<file path="src/rtl/mips_pkg.sv">
// Shared MIPS pipeline constants and register-index type.
package mips_pkg;
  localparam int DATA_W   = 32;
  localparam int ADDR_W   = 5;
  localparam int NUM_REGS = 1 << ADDR_W;

  typedef logic [ADDR_W-1:0] reg_idx_t;

  localparam reg_idx_t REG_ZERO = 5'd0;
  localparam reg_idx_t REG_RA   = 5'd31;
endpackage

</file>
<file path="src/rtl/reg_scoreboard.sv">
// Pending-write scoreboard: one busy bit per register, set-over-clear,
// with hazard queries that already account for this cycle's clear.
module reg_scoreboard
  import mips_pkg::*;
(
  input  logic     clock,
  input  logic     reset_n,
  input  logic     set_en,
  input  reg_idx_t set_idx,
  input  logic     clr_en,
  input  reg_idx_t clr_idx,
  input  reg_idx_t q_rs,
  input  reg_idx_t q_rt,
  input  reg_idx_t q_dest,
  input  logic     q_dest_en,
  output logic     hz_rs,
  output logic     hz_rt,
  output logic     hz_dest
);

  logic [NUM_REGS-1:0] busy_reg;

  // r0 can never be pending, so its bit is tied off rather than stored.
  assign busy_reg[0] = 1'b0;

  genvar gi;
  generate
    for (gi = 1; gi < NUM_REGS; gi++) begin : g_busy
      logic set_hit;
      logic clr_hit;
      assign set_hit = set_en && (set_idx == reg_idx_t'(gi));
      assign clr_hit = clr_en && (clr_idx == reg_idx_t'(gi));

      always_ff @(posedge clock or negedge reset_n) begin
        if (!reset_n) begin
          busy_reg[gi] <= 1'b0;
        end else if (set_hit) begin
          busy_reg[gi] <= 1'b1;
        end else if (clr_hit) begin
          busy_reg[gi] <= 1'b0;
        end
      end
    end
  endgenerate

  // A register being retired this very cycle no longer blocks its reader.
  assign hz_rs   = (q_rs != REG_ZERO) && busy_reg[q_rs]
                   && !(clr_en && (clr_idx == q_rs));
  assign hz_rt   = (q_rt != REG_ZERO) && busy_reg[q_rt]
                   && !(clr_en && (clr_idx == q_rt));
  assign hz_dest = q_dest_en && (q_dest != REG_ZERO) && busy_reg[q_dest]
                   && !(clr_en && (clr_idx == q_dest));

endmodule

</file>
<file path="src/rtl/operand_fetch.sv">
// Operand-read stage: RAW/WAW hazard stall, same-cycle writeback forwarding,
// and a one-deep output register toward execute.
module operand_fetch #(
  parameter int DATA_W = 32,
  parameter int ADDR_W = 5
) (
  input  logic              clock,
  input  logic              reset_n,
  input  logic              in_valid,
  output logic              in_ready,
  input  logic [ADDR_W-1:0] in_rs,
  input  logic [ADDR_W-1:0] in_rt,
  input  logic [ADDR_W-1:0] in_dest,
  input  logic              in_writes,
  input  logic              in_jal,
  input  logic [DATA_W-1:0] in_pc,
  output logic [ADDR_W-1:0] read_register1,
  output logic [ADDR_W-1:0] read_register2,
  input  logic [DATA_W-1:0] read_data1,
  input  logic [DATA_W-1:0] read_data2,
  input  logic              wb_regwrite,
  input  logic              wb_jal,
  input  logic [ADDR_W-1:0] wb_write_register,
  input  logic [DATA_W-1:0] wb_write_data,
  input  logic [DATA_W-1:0] wb_pc,
  output logic              out_valid,
  input  logic              out_ready,
  output logic [DATA_W-1:0] out_a,
  output logic [DATA_W-1:0] out_b,
  output logic [ADDR_W-1:0] out_dest,
  output logic              out_writes,
  output logic [DATA_W-1:0] out_pc,
  output logic              stall
);

  localparam logic [ADDR_W-1:0] RA_IDX   = ADDR_W'(mips_pkg::REG_RA);
  localparam logic [ADDR_W-1:0] ZERO_IDX = ADDR_W'(mips_pkg::REG_ZERO);

  logic [ADDR_W-1:0] wb_eff_dest;
  logic [DATA_W-1:0] wb_eff_data;
  logic [ADDR_W-1:0] dest_eff;
  logic [DATA_W-1:0] op_a_next;
  logic [DATA_W-1:0] op_b_next;
  logic              hz_rs, hz_rt, hz_dest;
  logic              hazard;
  logic              accept;

  assign read_register1 = in_rs;
  assign read_register2 = in_rt;

  // Same resolution the bank applies on its write port.
  assign wb_eff_dest = wb_jal ? RA_IDX : wb_write_register;
  assign wb_eff_data = wb_jal ? wb_pc : wb_write_data;
  assign dest_eff    = in_jal ? RA_IDX : in_dest;

  always_comb begin
    op_a_next = read_data1;
    if (in_rs == ZERO_IDX) begin
      op_a_next = '0;
    end else if (wb_regwrite && (wb_eff_dest == in_rs)) begin
      op_a_next = wb_eff_data;
    end
  end

  always_comb begin
    op_b_next = read_data2;
    if (in_rt == ZERO_IDX) begin
      op_b_next = '0;
    end else if (wb_regwrite && (wb_eff_dest == in_rt)) begin
      op_b_next = wb_eff_data;
    end
  end

  reg_scoreboard u_scoreboard (
    .clock     (clock),
    .reset_n   (reset_n),
    .set_en    (accept && in_writes && (dest_eff != ZERO_IDX)),
    .set_idx   (dest_eff),
    .clr_en    (wb_regwrite),
    .clr_idx   (wb_eff_dest),
    .q_rs      (in_rs),
    .q_rt      (in_rt),
    .q_dest    (dest_eff),
    .q_dest_en (in_writes),
    .hz_rs     (hz_rs),
    .hz_rt     (hz_rt),
    .hz_dest   (hz_dest)
  );

  assign hazard   = hz_rs || hz_rt || hz_dest;
  assign stall    = in_valid && hazard;
  assign in_ready = !hazard && (!out_valid || out_ready);
  assign accept   = in_valid && in_ready;

  always_ff @(posedge clock or negedge reset_n) begin
    if (!reset_n) begin
      out_valid  <= 1'b0;
      out_a      <= '0;
      out_b      <= '0;
      out_dest   <= '0;
      out_writes <= 1'b0;
      out_pc     <= '0;
    end else if (accept) begin
      out_valid  <= 1'b1;
      out_a      <= op_a_next;
      out_b      <= op_b_next;
      out_dest   <= dest_eff;
      out_writes <= in_writes;
      out_pc     <= in_pc;
    end else if (out_ready) begin
      out_valid  <= 1'b0;
    end
  end

endmodule

</file>
<file path="config.mk">
export PLATFORM = sky130hd
export DESIGN_NAME = operand_fetch
export DESIGN_NICKNAME = d
export VERILOG_FILES = /design/src/rtl/mips_pkg.sv /design/src/rtl/reg_scoreboard.sv /design/src/rtl/operand_fetch.sv
export SDC_FILE = /design/constraint.sdc
export NUM_CORES = 1
export LEC_CHECK = 0
export ABC_AREA = 0
export BUFFER_PORTS_ARGS = -buffer_cell sky130_fd_sc_hd__buf_4
export CORE_MARGIN = 2
export CORE_UTILIZATION = 53
export CTS_CLUSTER_SIZE = 24
export DETAILED_ROUTE_END_ITERATION = 16
export MAX_ROUTING_LAYER = met4
export PLACE_DENSITY_LB_ADDON = 0.2
export SETUP_SLACK_MARGIN = 0.5
export SLEW_MARGIN = 40
export SYNTH_ARGS = -nofsm -noshare
export SYNTH_HDL_FRONTEND = slang
export SYNTH_HIERARCHICAL = 1
export SYNTH_SLANG_ARGS = --single-unit
</file>
<file path="constraint.sdc">
create_clock -name clock -period 6.68 [get_ports clock]
set_clock_uncertainty 0.2 [all_clocks]
set_input_delay 0.668 -clock clock [delete_from_list [all_inputs] [get_ports clock]]
set_output_delay 0.668 -clock clock [all_outputs]
set_load 0.1 [all_outputs]
</file>
Word level (Yosys, flattened, before mapping)
Cells that the tools add are included.
Storage, ports and cells
  register bits: 134
  output and inout port bits: 115
  logic and storage cells: 304
Cells by class
  order comparisons: 3
  equality and inequality tests: 65
  multiplexer cells: 77
  reduce and logical (&&, ||, !) cells: 122
Operator list (number)
  $eq A5 B5 Y1 const B: 32
  $mux W32: 5
  $eq A5 B4 Y1 const B: 16
  $logic_and A1 B1 Y1: 77
  $mux W1: 67
  $reduce_bool A2 Y1: 32
  $eq A5 B3 Y1 const B: 8
  $eq A5 B2 Y1 const B: 4
  $lt A5 B6 Y1 const B: 3
  $bmux W1 S5: 3
  $eq A5 B5 Y1: 3
  $reduce_bool A5 Y1: 3
  $eq A5 B1 Y1 const B: 2
  $logic_not A5 Y1: 2
  $mux W5: 2
  $logic_not A1 Y1: 5
  $logic_or A1 B1 Y1: 3

Logic depth before layout (Yosys ltp)
Gate-level depths: netlist of run 1.
  depth after elaboration: 14
  depth in mapped cells: 17
  mapped depth without buffers: 13

By module
Netlist of run 1, hierarchy kept.
By module, submodules not included
  operand_fetch: instances 1, cells an instance 428, area an instance 5258.8 µm², seq. area each 2577.5 µm²
  reg_scoreboard: instances 1, cells an instance 238, area an instance 2364.8 µm², seq. area each 775.7 µm²

Least setup slack after synthesis of run 1
Ideal clock, no wire load.
  path type: input to register
  start point: input port wb_jal
  end point: register u_scoreboard.busy_reg[10]
  setup time: 83 ps
  arrival time: 4517 ps
  path slack: 1881 ps
  cell stages on the path: 17
  buffers on the path: 5
  cell sequence: clkbuf_8 -> buf_4 -> or2_2 -> clkbuf_1 -> xor2_1 -> nor4_1 -> nand3_1 -> o21a_1 -> nor3_1 -> and2_1 -> nand2_1 -> buf_1 -> buf_4 -> nor2_1 -> nor2b_1 -> nand3b_1 -> o21ai_0
On the way
  longest elaborated chain between the ends: 14
  elaborated cells between the ends (all ways): 25
  those cells by class: eq/ne: 4; mux: 2; reduce/logical: 19
RTL lines
  start: declaration: line operand_fetch.sv:22  | input logic wb_jal,
  $mux W5 (*): line operand_fetch.sv:52  | assign wb_eff_dest = wb_jal ? RA_IDX : wb_write_register;
  via wb_eff_dest[3]: line operand_fetch.sv:39  | logic [ADDR_W-1:0] wb_eff_dest;
  $eq A5 B5 Y1 (*): line reg_scoreboard.sv:50  | && !(clr_en && (clr_idx == q_rt));
  $logic_and A1 B1 Y1 (*): line reg_scoreboard.sv:50
  $logic_not A1 Y1 (*): line reg_scoreboard.sv:50
  $logic_and A1 B1 Y1 (*): line reg_scoreboard.sv:50
  via hz_rt: line operand_fetch.sv:44  | logic hz_rs, hz_rt, hz_dest;
  $logic_or A1 B1 Y1 (*) (2 in series): line operand_fetch.sv:90  | assign hazard = hz_rs || hz_rt || hz_dest;
  $logic_not A1 Y1 (*): line operand_fetch.sv:92  | assign in_ready = !hazard && (!out_valid || out_ready);
  $logic_and A1 B1 Y1 (*): line operand_fetch.sv:92
  via in_ready: line operand_fetch.sv:10  | output logic in_ready,
  $logic_and A1 B1 Y1 (*): line operand_fetch.sv:93  | assign accept = in_valid && in_ready;
  $logic_and A1 B1 Y1 (*) (2 in series): line operand_fetch.sv:77  | .set_en (accept && in_writes && (dest_eff != ZERO_IDX)),
  $logic_and A1 B1 Y1 (*): line reg_scoreboard.sv:31  | assign set_hit = set_en && (set_idx == reg_idx_t'(gi));
  $mux W1 or $reduce_bool A2 Y1 (tied branches)
  end signal: indexed assignment: line reg_scoreboard.sv:36  | busy_reg[gi] <= 1'b0;
  end signal: indexed assignment: line reg_scoreboard.sv:38  | busy_reg[gi] <= 1'b1;
  end signal: indexed assignment: line reg_scoreboard.sv:40  | busy_reg[gi] <= 1'b0;
  end: declaration: line reg_scoreboard.sv:21  | logic [NUM_REGS-1:0] busy_reg;
Mark *: on every way through the listed nets, which the timed path passes. The rest lies on a longest branch.
A chain may end at the register's enable or synchronous reset.

Worst setup path after layout of run 1
  start point: input port wb_jal
  end point: register u_scoreboard.busy_reg[10]
On the way
  longest elaborated chain between the ends: 14
  elaborated cells between the ends (all ways): 25
  those cells by class: eq/ne: 4; mux: 2; reduce/logical: 19
RTL lines
  $mux W5 (*): line operand_fetch.sv:52
  via wb_eff_dest[1]: line operand_fetch.sv:39
  $eq A5 B5 Y1 (*): line reg_scoreboard.sv:48  | && !(clr_en && (clr_idx == q_rs));
  $logic_and A1 B1 Y1 (*): line reg_scoreboard.sv:48
  $logic_not A1 Y1 (*): line reg_scoreboard.sv:48
  $logic_and A1 B1 Y1 (*): line reg_scoreboard.sv:48
  via hz_rs: line operand_fetch.sv:44
  $logic_or A1 B1 Y1 (*) (2 in series): line operand_fetch.sv:90
  $logic_not A1 Y1 (*): line operand_fetch.sv:92
  $logic_and A1 B1 Y1 (*): line operand_fetch.sv:92
  $logic_and A1 B1 Y1 (*): line operand_fetch.sv:93
  $logic_and A1 B1 Y1 (*) (2 in series): line operand_fetch.sv:77
  $logic_and A1 B1 Y1 (*): line reg_scoreboard.sv:31
  $mux W1 or $reduce_bool A2 Y1 (tied branches)
Marked as above.

==> load_flow_metrics.sql, run 1 <==
INSERT INTO impl_metrics (metric_group, metric, value, unit) VALUES
('clocking', 'path_clk_slew', '60', 'ps'),
('clocking', 'total_clock_sinks', '134', ''),
('run_status', 'outcome', 'finished, final reports clean', ''),
('yosys', 'synth_top_area_cell', 'sky130_fd_sc_hd__dfrtp_1', ''),
('power', 'ir_worst_vdd', '0.000334', 'V'),
('hold_path', 'hp-class', 'in -> async', ''),
('yosys', 'synth_area_per_cell', '11.4', 'µm²'),
('floorplan', 'pin_count', '303', ''),
('setup_path', 'crit_end', 'u_scoreboard/busy_reg[10]$_DFFE_PN0P_', ''),
('grt', 'grt.total_usage', '33.1', '%'),
('clocking', 'tritoncts_buffers', '17', ''),
('yosys', 'netlist_top_cells_area', 'sky130_fd_sc_hd__dfrtp_1 44%, sky130_fd_sc_hd__mux2_2 13%, sky130_fd_sc_hd__mux4_2 5.6%', ''),
('setup_path', 'crit-reg2reg-capture', 'u_scoreboard/busy_reg[10]$_DFFE_PN0P_', ''),
('placement', 'finalWeightedCongestion', '0.950', ''),
('clocking', 'tritoncts_clock_tree', 'built', ''),
('setup_path', 'r2r_start', 'u_scoreboard/busy_reg[19]$_DFFE_PN0P_', ''),
('timing', 'fin_setup_tns', '0', 'ps'),
('yosys', 'postSynth.topFlopCell', 'sky130_fd_sc_hd__dfrtp_1', ''),
('clocking', 'clk_root_buffer_cell', 'sky130_fd_sc_hd__clkbuf_16', ''),
('clocking', 'cts_resized', '0', ''),
('timing', 'timing.final.hold_violations', '0', ''),
('setup_path', 'reg2reg_slack', '2910', 'ps'),
('setup_path', 'critPathCaptureType', 'flip-flop', ''),
('timing', 'grt_setup_unrepaired', 'false', ''),
('placement', 'numPortBuffers', '302', ''),
('timing', 'report.final.setup_viol', '0', ''),
('grt', 'global_route_wire_length_before_repair', '36.8', 'mm'),
('placement', 'place_hpwl', '17.6', 'mm'),
('grt', 'antenna_found_initial', '0', ''),
('routing', 'first_pass_iters', '5', ''),
('routing', 'drt_wl_total', '24.0', 'mm'),
('yosys', 'synth-seq-cells', '134', ''),
('setup_path', 'cp_max_fo', '50', ''),
('setup_path', 'start_kind', 'input pin', ''),
('timing', 'relSlewSlack', '53.6', '%'),
('grt', 'grt.busiest_layer', 'met2', ''),
('grt', 'globalRouteMet2Util', '53.1', '%'),
('floorplan', 'die_height', '124', 'µm'),
('clocking', 'cts_hold_buf', '0', ''),
('final_layout', 'num-nets-final', '1127', ''),
('timing', 'drv_slew', '0', ''),
('setup_path', 'critPathKind', 'in -> reg', ''),
('grt', 'use_met1', '39.2', '%'),
('run', 'drv.max_cap_violation_count', '0', ''),
('final_layout', 'top_regs', 'out_a: 32 flops, out_b: 32 flops, out_pc: 32 flops', ''),
('floorplan', 'fp.dieW', '124', 'µm'),
('routing', 'avgViaCountPerCell', '5.99', ''),
('timing', 'final_min_period_over_clock_period', '62.7', '%'),
('floorplan', 'num_rows', '43', ''),
('setup_path', 'critPathArrivalTime', '4320', 'ps'),
('timing', 'timing.fmax', '239', 'MHz'),
('final_layout', 'proportion_of_layout_cells_with_a_drive_suffix_above_1', '48.9', '%'),
('routing', 'dr_total_vias', '6772', ''),
('setup_path', 'timing.critical_path.required', '6800', 'ps'),
('yosys', 'asyncSetResetFlopFracSynth', '100', '%'),
('timing', 'slew_worst_pin', '696', 'ps'),
('power', 'leakagePower', '4.74', 'nW'),
('power', 'p_per_area', '432', 'mW/mm²'),
('grt', 'grt_start_max_net_pins', '75', ''),
('routing', 'drt.antenna.violating_nets', '0', ''),
('timing', 'fin_crit', '4190', 'ps'),
('yosys', 'synth_largest_type_area_fraction', '44.0', '%'),
('power', 'p_total', '4.53', 'mW'),
('grt', 'grt_remaining_overflow', '0', ''),
('routing', 'initialDrtViolationCount', '653', ''),
('yosys', 'synth_edf_count', '0', ''),
('grt', 'groute.layer.met3.usage', '10.4', '%'),
('setup_path', 'critical_path.startpoint', 'wb_jal', ''),
('grt', 'grt_pass1_vias', '6932', ''),
('clocking', 'post-cts-setup-buffer-count', '0', ''),
('clocking', 'clock_latency', '410', 'ps');
[critical path, stage by stage]
cell	delay, ps
sky130_fd_sc_hd__buf_4	460
sky130_fd_sc_hd__or2_1	460
sky130_fd_sc_hd__xnor2_1	170
sky130_fd_sc_hd__nand4_1	130
sky130_fd_sc_hd__o221ai_1	240
sky130_fd_sc_hd__o22ai_2	110
sky130_fd_sc_hd__nor3_1	280
sky130_fd_sc_hd__and2_1	260
sky130_fd_sc_hd__nand2_4	370
sky130_fd_sc_hd__nor2_1	410
sky130_fd_sc_hd__nor2b_1	330
sky130_fd_sc_hd__nand3b_1	170
sky130_fd_sc_hd__o21ai_0	220
[layer usage]
metal,part of all wire (%),vias up
li1,-,2993
met1,38,3341
met2,49,373
met3,9.2,65
met4,3.5,0
met5,0,-
[final cells by class]
cell class	count	area, µm²
Multi-Input combinational cell	474	3950
Timing Repair Buffer	308	2320
Sequential cell	134	3350
Fill cell	969	3510
Clock buffer	22	464
Inverter	4	15.0
Clock inverter	8	149
Tap cell	180	225
[power by group]
part	switching, mW	internal [mW]
combinational	1.84	0.543
sequential	0.146	1.03
clock	0.335	0.640
total	2.32	2.21
[logic make-up (layout without fill, tap and decap cells)]
logic type             count (synthesis)  count (layout)  share of synthesized area (%)
AND/OR/NAND/NOR                      128             128                           8.73
XOR/XNOR                              18              18                           2.07
AO/OA/AOI/OAI                        165             165                           14.1
flip-flops                           134             134                           44.0
multiplexers                         163             163                           26.6
buffers and inverters                 58             342                           4.45
[cells in the mapped netlist (all sizes together), types with 3 or more instances]
cell type	number
o21ai	98
mux4	21
buf	34
nand2b	19
nand3	7
and2b	3
or3	3
mux2i	39
nand4	3
a22o	32
nor3	6
o21a	6
nor2b	4
nand4b	4
xor2	11
o22ai	3
nor2	11
nand2	46
mux2	103
a21o	5
dfrtp	134
inv	4
a21oi	4
xnor2	7
o221ai	3
clkbuf	18
o211ai	4
or2	14
nor4	3
[worst min path at each step]
stage,startpoint,end
after CTS,reset_n,out_a[0]$_DFFE_PN0P_
after floorplan,reset_n,out_a[0]$_DFFE_PN0P_
after global placement,out_b[1]$_DFFE_PN0P_,out_b[1]$_DFFE_PN0P_
after global routing,reset_n,out_a[0]$_DFFE_PN0P_
after detailed placement,out_b[13]$_DFFE_PN0P_,out_b[13]$_DFFE_PN0P_
final,reset_n,out_a[0]$_DFFE_PN0P_
[per-stage QoR]
| step | cell area [µm²] | hold WS (ps) | worst slack, ps | util (%) | instances |
|---|---|---|---|---|---|
| after floorplan | 7620 | 172 | 1880 | - | 666 |
| after global placement | 9860 | 270 | 2280 | 70.5 | 1100 |
| after detailed placement | 9860 | 270 | 2080 | 70.5 | 1100 |
| after CTS | 10500 | 95.9 | 2530 | 74.9 | 1130 |
| after global routing | 10500 | 121 | 2090 | 74.9 | 1130 |
| final | 10500 | 75.0 | 2490 | 74.9 | 1130 |
[layout by cell type (no fill, tap or decap), types with 3 or more instances in the layout]
cell                        instances
sky130_fd_sc_hd__buf_4            306
sky130_fd_sc_hd__dfrtp_1          134
sky130_fd_sc_hd__mux2_2            91
sky130_fd_sc_hd__o21ai_0           55
sky130_fd_sc_hd__nand2_1           45
sky130_fd_sc_hd__o21ai_1           41
sky130_fd_sc_hd__mux2i_1           39
sky130_fd_sc_hd__a22o_1            32
sky130_fd_sc_hd__nand2b_1          19
sky130_fd_sc_hd__mux4_2            19
sky130_fd_sc_hd__clkbuf_16         17
sky130_fd_sc_hd__mux2_1            12
sky130_fd_sc_hd__nor2_1            11
sky130_fd_sc_hd__xor2_1            11
sky130_fd_sc_hd__or2_2              9
sky130_fd_sc_hd__nand3_1            7
sky130_fd_sc_hd__xnor2_1            7
sky130_fd_sc_hd__nor3_1             6
sky130_fd_sc_hd__o21a_1             6
sky130_fd_sc_hd__or2_1              5
sky130_fd_sc_hd__inv_1              4
sky130_fd_sc_hd__nor2b_1            4
sky130_fd_sc_hd__o211ai_1           4
sky130_fd_sc_hd__bufinv_16          4
sky130_fd_sc_hd__nand4b_1           4
sky130_fd_sc_hd__a21o_2             3
sky130_fd_sc_hd__and2b_1            3
sky130_fd_sc_hd__o221ai_1           3
sky130_fd_sc_hd__clkbuf_1           3
sky130_fd_sc_hd__nand4_1            3
sky130_fd_sc_hd__nor4_1             3
sky130_fd_sc_hd__a21oi_1            3
Power figures use the tool's default switching activity.
==> inputs of run 2 (changes only) <==
--- a/config.mk
+++ b/config.mk
@@ -8,7 +8,7 @@
 export ABC_AREA = 0
 export BUFFER_PORTS_ARGS = -buffer_cell sky130_fd_sc_hd__buf_4
 export CORE_MARGIN = 2
-export CORE_UTILIZATION = 53
+export CORE_UTILIZATION = 45
 export CTS_CLUSTER_SIZE = 24
 export DETAILED_ROUTE_END_ITERATION = 16
 export MAX_ROUTING_LAYER = met4
==> constraint.sdc (replaced) <==
create_clock -name clock -period 3.4 [get_ports clock]
set_clock_uncertainty 0.2 [all_clocks]
set_input_delay 0.34 -clock clock [delete_from_list [all_inputs] [get_ports clock]]
set_output_delay 0.34 -clock clock [all_outputs]
set_load 0.1 [all_outputs]
==> run 2 against run 1 <==
  * Combinational power is 110% higher
  * Via count is 3.8% higher
  * Non-clock buffer count is 82 higher
  * Final cell count is 11% higher
  * Largest cell class unchanged
  * Highest routed layer unchanged
==> load_flow_metrics.sql, run 2 (synthesis gave the netlist of run 1 again) <==
INSERT INTO impl_metrics (metric_group, metric, value, unit) VALUES
('routing', 'dr_total_vias', '7030', ''),
('timing', 'timing.fmax', '334', 'MHz'),
('grt', 'grt_remaining_overflow', '0', ''),
('timing', 'timing.final.hold_violations', '0', ''),
('setup_path', 'critical-path-top-delay-family', 'multiplexers', ''),
('final_layout', 'proportion_of_layout_cells_with_a_drive_suffix_above_1', '49.7', '%'),
('timing', 'report.final.setup_viol', '0', ''),
('hold_path', 'hp-class', 'in -> reg', ''),
('routing', 'initialDrtViolationCount', '540', ''),
('grt', 'global_route_wire_length_before_repair', '39.9', 'mm'),
('clocking', 'total_clock_sinks', '134', ''),
('timing', 'grt_setup_unrepaired', 'true', ''),
('floorplan', 'die_height', '134', 'µm'),
('floorplan', 'die-area', '0.0180', 'mm²'),
('timing', 'fin_crit', '2990', 'ps'),
('placement', 'finalWeightedCongestion', '0.930', ''),
('setup_path', 'critPathCaptureType', 'primary output', ''),
('power', 'p_per_area', '781', 'mW/mm²'),
('placement', 'place_hpwl', '18.2', 'mm'),
('clocking', 'path_clk_slew', '60', 'ps'),
('timing', 'relSlewSlack', '64.8', '%'),
('routing', 'detail_route.wl_per_cell', '20.9', 'µm'),
('floorplan', 'core-area', '0.0166', 'mm²'),
('setup_path', 'cp_max_fo', '4', ''),
('floorplan', 'num_rows', '47', ''),
('power', 'ir_worst_vdd', '0.000672', 'V'),
('placement', 'placedInstanceArea', '0.0101', 'mm²'),
('placement', 'numPortBuffers', '302', ''),
('final_layout', 'num-nets-final', '1209', ''),
('setup_path', 'critPathBufInv', '1', ''),
('setup_path', 'reg2reg_slack', '440', 'ps'),
('run_status', 'outcome', 'finished, final reports clean', ''),
('floorplan', 'pin_count', '303', ''),
('timing', 'finalWorstSetupSlack', '409', 'ps'),
('setup_path', 'critical_path.cell_chain', 'mux4_2 -> o22ai_2 -> a2111oi_1 -> o21a_1 -> nor3_2 -> and2_4 -> buf_12', ''),
('clocking', 'clock_latency', '420', 'ps'),
('grt', 'grt.total_usage', '29.8', '%'),
('setup_path', 'critPathSlowestCell', 'sky130_fd_sc_hd__mux4_2', ''),
('run', 'drv.max_cap_violation_count', '0', ''),
('setup_path', 'critPathKind', 'reg -> out', ''),
('timing', 'fin_setup_tns', '0', 'ps'),
('final_layout', 'commonest_non_fill_non_tap_cells_in_the_layout', '315 x sky130_fd_sc_hd__buf_4, 134 x sky130_fd_sc_hd__dfrtp_1, 91 x sky130_fd_sc_hd__mux2_2', ''),
('routing', 'drt.antenna.violating_nets', '0', ''),
('grt', 'grt_pass1_vias', '7305', ''),
('setup_path', 'critPathArrivalTime', '2450', 'ps'),
('placement', 'detailedPlace.worstSlack', '124', 'ps'),
('final_layout', 'fin_area', '0.0116', 'mm²'),
('final_layout', 'layout.cells.most_common', 'sky130_fd_sc_hd__buf_4', ''),
('timing', 'final_min_period_over_clock_period', '88.0', '%'),
('grt', 'antenna_found_initial', '1', ''),
('clocking', 'cts-root-to-sink-buffers', '2', ''),
('clocking', 'ctsHtreeMaxLevel', '4', ''),
('timing', 'drv_slew', '0', ''),
('final_layout', 'layout-area-overhead-vs-synth', '52.2', '%'),
('setup_path', 'start_kind', 'flip-flop', ''),
('routing', 'drt_wl_total', '26.3', 'mm'),
('clocking', 'tritoncts_buffers', '17', ''),
('clocking', 'tritoncts_clock_tree', 'built', ''),
('floorplan', 'fp.dieW', '134', 'µm'),
('setup_path', 'timing.critical_path.required', '2860', 'ps'),
('timing', 'slew_worst_pin', '523', 'ps'),
('clocking', 'clk_root_buffer_cell', 'sky130_fd_sc_hd__clkbuf_16', ''),
('routing', 'avgViaCountPerCell', '5.61', ''),
('routing', 'first_pass_iters', '5', ''),
('routing', 'post_route_drc_violation_count', '0', ''),
('final_layout', 'n_fill_cell', '1270', ''),
('power', 'leakagePower', '5.19', 'nW'),
('final_layout', 'top_regs', 'out_a: 32 flops, out_b: 32 flops, out_pc: 32 flops', ''),
('floorplan', 'initial_core_util', '46.0', '%'),
('setup_path', 'critPathMaxStageDelay', '490', 'ps'),
('grt', 'grt_start_max_net_pins', '78', '');
run 2: cell types whose count changed in the layout (fill, tap and decap cells not counted), sizes merged:
| cell | change |
|---|---|
| buf | +22 |
| diode | +1 |
| dlygate4sd3 | +58 |
| bufinv | -2 |
| clkbuf | +1 |
| clkinv | +2 |
| inv | +2 |
run 2: where the power goes:
group / switching [mW] / total [mW] / internal, mW
logic: 3.69 / 4.90 / 1.21
registers: 0.282 / 2.30 / 2.01
clock network: 0.724 / 1.86 / 1.14
run 2: metrics by stage:
| step | util (%) | power [mW] | std cells | hold WS [ps] |
|---|---|---|---|---|
| floorplan | - | 5.85 | 666 | -156 |
| global placement | 61.2 | 7.01 | 1151 | 222 |
| detailed placement | 61.2 | 7.05 | 1151 | 223 |
| CTS | 68.6 | 9.00 | 1243 | 0.346 |
| global route | 70.0 | 9.35 | 1254 | 1.47 |
| finish | 70.0 | 9.06 | 1254 | 14.9 |
run 2: final cells by class:
cell class	instances	area, µm²	share of cell area, %
multi-input combinational	474	4090	35.2
sequential	134	3350	28.9
timing repair buffer	390	3280	28.3
clock buffer	21	470	4.05
tap	220	275	2.37
clock inverter	10	120	1.04
inverter	4	15.0	0.129
antenna	1	2.50	0.0216
run 2: timing repair:
item / CTS / global route
cloned: 0 / 3
pin swaps: 5 / 18
endpoints found under the hold margin: 132 / 0
setup endpoints to repair: 6 / 68
hold buffers: 58 / 0
gates resized for setup: 8 / 24
buffers inserted: 3 / 6
run 2: final timing paths:
path | from | to | depth (start not counted)
min | read_data2[26] | out_b[26]$_DFFE_PN0P_ | 3
min in group asynchronous | reset_n | out_b[1]$_DFFE_PN0P_ | 2
max in group asynchronous | reset_n | out_dest[2]$_DFFE_PN0P_ | 4
min reg2reg | out_b[13]$_DFFE_PN0P_ | out_b[13]$_DFFE_PN0P_ | 2
max reg2reg | u_scoreboard/busy_reg[6]$_DFFE_PN0P_ | u_scoreboard/busy_reg[28]$_DFFE_PN0P_ | 11
max | u_scoreboard/busy_reg[6]$_DFFE_PN0P_ | in_ready | 7
run 2: layer usage:
layer / wire, µm / up-vias / track usage, %
met4: 767 / 0 / 10.5
met3: 1710 / 56 / 7.90
met2: 13100 / 306 / 48.7
met1: 10600 / 3501 / 35.6
li1: - / 3167 / -
met5: 0 / - / -
run 2: worst reg2reg max path: cells and delay by family (launching register included):
kind | cells | cell delay [ps]
DFF | 1 | 430
AOI/OAI and AO/OA | 4 | 680
buffers and inverters | 1 | 130
muxes | 1 | 500
and+or+nand+nor | 5 | 920
==> inputs of run 3 (changes only) <==
--- a/config.mk
+++ b/config.mk
@@ -13,6 +13,7 @@
 export DETAILED_ROUTE_END_ITERATION = 16
 export MAX_ROUTING_LAYER = met4
 export PLACE_DENSITY_LB_ADDON = 0.2
+export REMOVE_ABC_BUFFERS = 1
 export SETUP_SLACK_MARGIN = 0.5
 export SLEW_MARGIN = 40
 export SYNTH_ARGS = -nofsm -noshare
==> run 3 against run 2 <==
  * Maximum frequency fell by 1.1%
  * Global-route usage fell by 1.1 points
  * Clock power rose by 6%
  * Critical endpoint is now out_a[22]$_DFFE_PN0P_
  * Count of clock-buffer cells in the layout fell by 2
  * Sequential power barely moved
  * Combinational power rose by 0.8%
  * Largest power group unchanged
==> load_flow_metrics.sql, run 3 (synthesis gave the netlist of run 1 again) <==
INSERT INTO impl_metrics (metric_group, metric, value, unit) VALUES
('clocking', 'tritoncts_buffers', '17', ''),
('timing', 'drv_slew', '0', ''),
('floorplan', 'initial_core_util', '46.0', '%'),
('run', 'drv.max_cap_violation_count', '0', ''),
('timing', 'finalWorstSetupSlack', '375', 'ps'),
('timing', 'grt_setup_unrepaired', 'true', ''),
('final_layout', 'top_regs', 'out_a: 32 flops, out_b: 32 flops, out_pc: 32 flops', ''),
('floorplan', 'core-area', '0.0166', 'mm²'),
('setup_path', 'timing.critical_path.required', '3560', 'ps'),
('setup_path', 'critPathBufInv', '3', ''),
('setup_path', 'critPathCaptureType', 'flip-flop', ''),
('routing', 'drt_wl_total', '26.1', 'mm'),
('final_layout', 'fin_util', '71.1', '%'),
('setup_path', 'critical_path.cell_chain', 'mux4_2 -> nand2b_1 -> a41oi_2 -> o21a_1 -> nor3_2 -> and2_4 -> buf_4 -> nand2_4 -> buf_12 -> a21oi_4 -> clkbuf_16 -> a22o_1', ''),
('grt', 'grt_remaining_overflow', '0', ''),
('grt', 'grt.total_usage', '28.7', '%'),
('timing', 'timing.fmax', '331', 'MHz'),
('final_layout', 'fin_area', '0.0118', 'mm²'),
('final_layout', 'proportion_of_layout_cells_with_a_drive_suffix_above_1', '50.2', '%'),
('routing', 'detail_route.wl_per_cell', '20.5', 'µm'),
('floorplan', 'fp.dieW', '134', 'µm'),
('power', 'ir_worst_vdd', '0.000531', 'V'),
('grt', 'antenna_found_initial', '1', ''),
('power', 'leakagePower', '5.31', 'nW'),
('routing', 'drt.antenna.violating_nets', '0', ''),
('timing', 'report.final.setup_viol', '0', ''),
('timing', 'final_min_period_over_clock_period', '89.0', '%'),
('run_status', 'outcome', 'finished, final reports clean', ''),
('timing', 'slew_worst_pin', '677', 'ps'),
('grt', 'global_route_wire_length_before_repair', '38.9', 'mm'),
('clocking', 'tritoncts_clock_tree', 'built', ''),
('placement', 'numPortBuffers', '302', ''),
('floorplan', 'die_height', '134', 'µm'),
('hold_path', 'hp-class', 'in -> reg', ''),
('floorplan', 'pin_count', '303', ''),
('final_layout', 'n_fill_cell', '1249', ''),
('routing', 'post_route_drc_violation_count', '0', ''),
('clocking', 'clock_latency', '420', 'ps'),
('timing', 'relSlewSlack', '54.9', '%'),
('placement', 'place_hpwl', '17.6', 'mm'),
('setup_path', 'cp_max_fo', '11', ''),
('setup_path', 'critPathKind', 'reg -> reg', ''),
('final_layout', 'layout-area-overhead-vs-synth', '54.7', '%'),
('setup_path', 'critPathArrivalTime', '3190', 'ps'),
('setup_path', 'critPathMaxStageDelay', '520', 'ps'),
('timing', 'timing.final.hold_violations', '0', ''),
('routing', 'first_pass_iters', '7', ''),
('clocking', 'total_clock_sinks', '134', ''),
('clocking', 'path_clk_slew', '60', 'ps'),
('setup_path', 'start_kind', 'flip-flop', ''),
('clocking', 'cts-root-to-sink-buffers', '2', ''),
('routing', 'avgViaCountPerCell', '5.58', ''),
('timing', 'fin_setup_tns', '0', 'ps'),
('final_layout', 'commonest_non_fill_non_tap_cells_in_the_layout', '330 x sky130_fd_sc_hd__buf_4, 134 x sky130_fd_sc_hd__dfrtp_1, 91 x sky130_fd_sc_hd__mux2_2', ''),
('clocking', 'clk_root_buffer_cell', 'sky130_fd_sc_hd__clkbuf_16', ''),
('timing', 'fin_crit', '3030', 'ps'),
('grt', 'grt_start_max_net_pins', '82', ''),
('clocking', 'ctsHtreeMaxLevel', '4', ''),
('final_layout', 'num-nets-final', '1231', ''),
('floorplan', 'num_rows', '47', ''),
('setup_path', 'critical-path-top-delay-family', 'compound AO/OA/AOI/OAI gates', ''),
('floorplan', 'die-area', '0.0180', 'mm²'),
('placement', 'finalWeightedCongestion', '0.954', ''),
('routing', 'initialDrtViolationCount', '666', ''),
('routing', 'dr_total_vias', '7124', ''),
('placement', 'detailedPlace.worstSlack', '-21.4', 'ps'),
('setup_path', 'critPathSlowestCell', 'sky130_fd_sc_hd__mux4_2', ''),
('power', 'p_per_area', '779', 'mW/mm²'),
('grt', 'grt_pass1_vias', '6929', ''),
('final_layout', 'layout.cells.most_common', 'sky130_fd_sc_hd__buf_4', ''),
('placement', 'placedInstanceArea', '0.0102', 'mm²');
## run 3: timing repair
item                       in CTS  in global routing
gates cloned                    0                  7
gates resized for setup        13                 48
buffers inserted                2                 10
setup endpoints to repair      65                 91
hold buffers                   60                  0
pin swaps                       5                 20
hold endpoints to repair      138                  0
## run 3: path summary, 6_finish.rpt
path | slack, ps | from | cells after the start | endpoint
hold reg to reg | 290 | out_b[23]$_DFFE_PN0P_ | 2 | out_b[23]$_DFFE_PN0P_
hold / removal | 5 | read_data2[0] | 3 | out_b[0]$_DFFE_PN0P_
min in group asynchronous | 330 | reset_n | 2 | u_scoreboard/busy_reg[9]$_DFFE_PN0P_
setup / recovery | 370 | u_scoreboard/busy_reg[29]$_DFFE_PN0P_ | 12 | out_a[22]$_DFFE_PN0P_
max in group asynchronous | 1710 | reset_n | 3 | out_a[29]$_DFFE_PN0P_
setup reg to reg | 370 | u_scoreboard/busy_reg[29]$_DFFE_PN0P_ | 12 | out_a[22]$_DFFE_PN0P_
## run 3: metal layers
layer  vias up  wire length (µm)  GRT usage, %
li1       3218                 -             -
met1      3491             11100          37.8
met2       374             12400          44.4
met3        41              2020          6.65
met4         0               683          8.95
met5         -                 0             -
## run 3: report_power, final
part	switching [mW]	total (mW)	internal, mW
combinational	3.69	4.94	1.25
clock	0.727	1.97	1.24
sequential	0.262	2.28	2.01
## run 3: worst min-delay path: stages
cell	delay (ps)
sky130_fd_sc_hd__buf_4	80
sky130_fd_sc_hd__mux2i_1	50
sky130_fd_sc_hd__o21ai_0	130
## run 3: through the flow
step / hold slack, ps / cells / power [mW]
4_1_cts: 2.42 / 1258 / 9.08
3_3_place_gp: 241 / 1165 / 6.99
3_5_place_dp: 243 / 1165 / 7.02
6_report: 4.90 / 1276 / 9.19
2_1_floorplan: -156 / 612 / 5.74
5_1_grt: 7.52 / 1276 / 9.46
## run 3: layout make-up
class                           count  area, µm²  share of cell area [%]
Antenna cell                        1       2.50                  0.0212
Sequential cell                   134       3350                    28.4
Inverter                            4       15.0                   0.127
Clock inverter                     12        178                    1.51
Multi-Input combinational cell    474       4050                    34.3
Timing Repair Buffer              412       3480                    29.5
Tap cell                          220        275                    2.33
Clock buffer                       19        443                    3.75
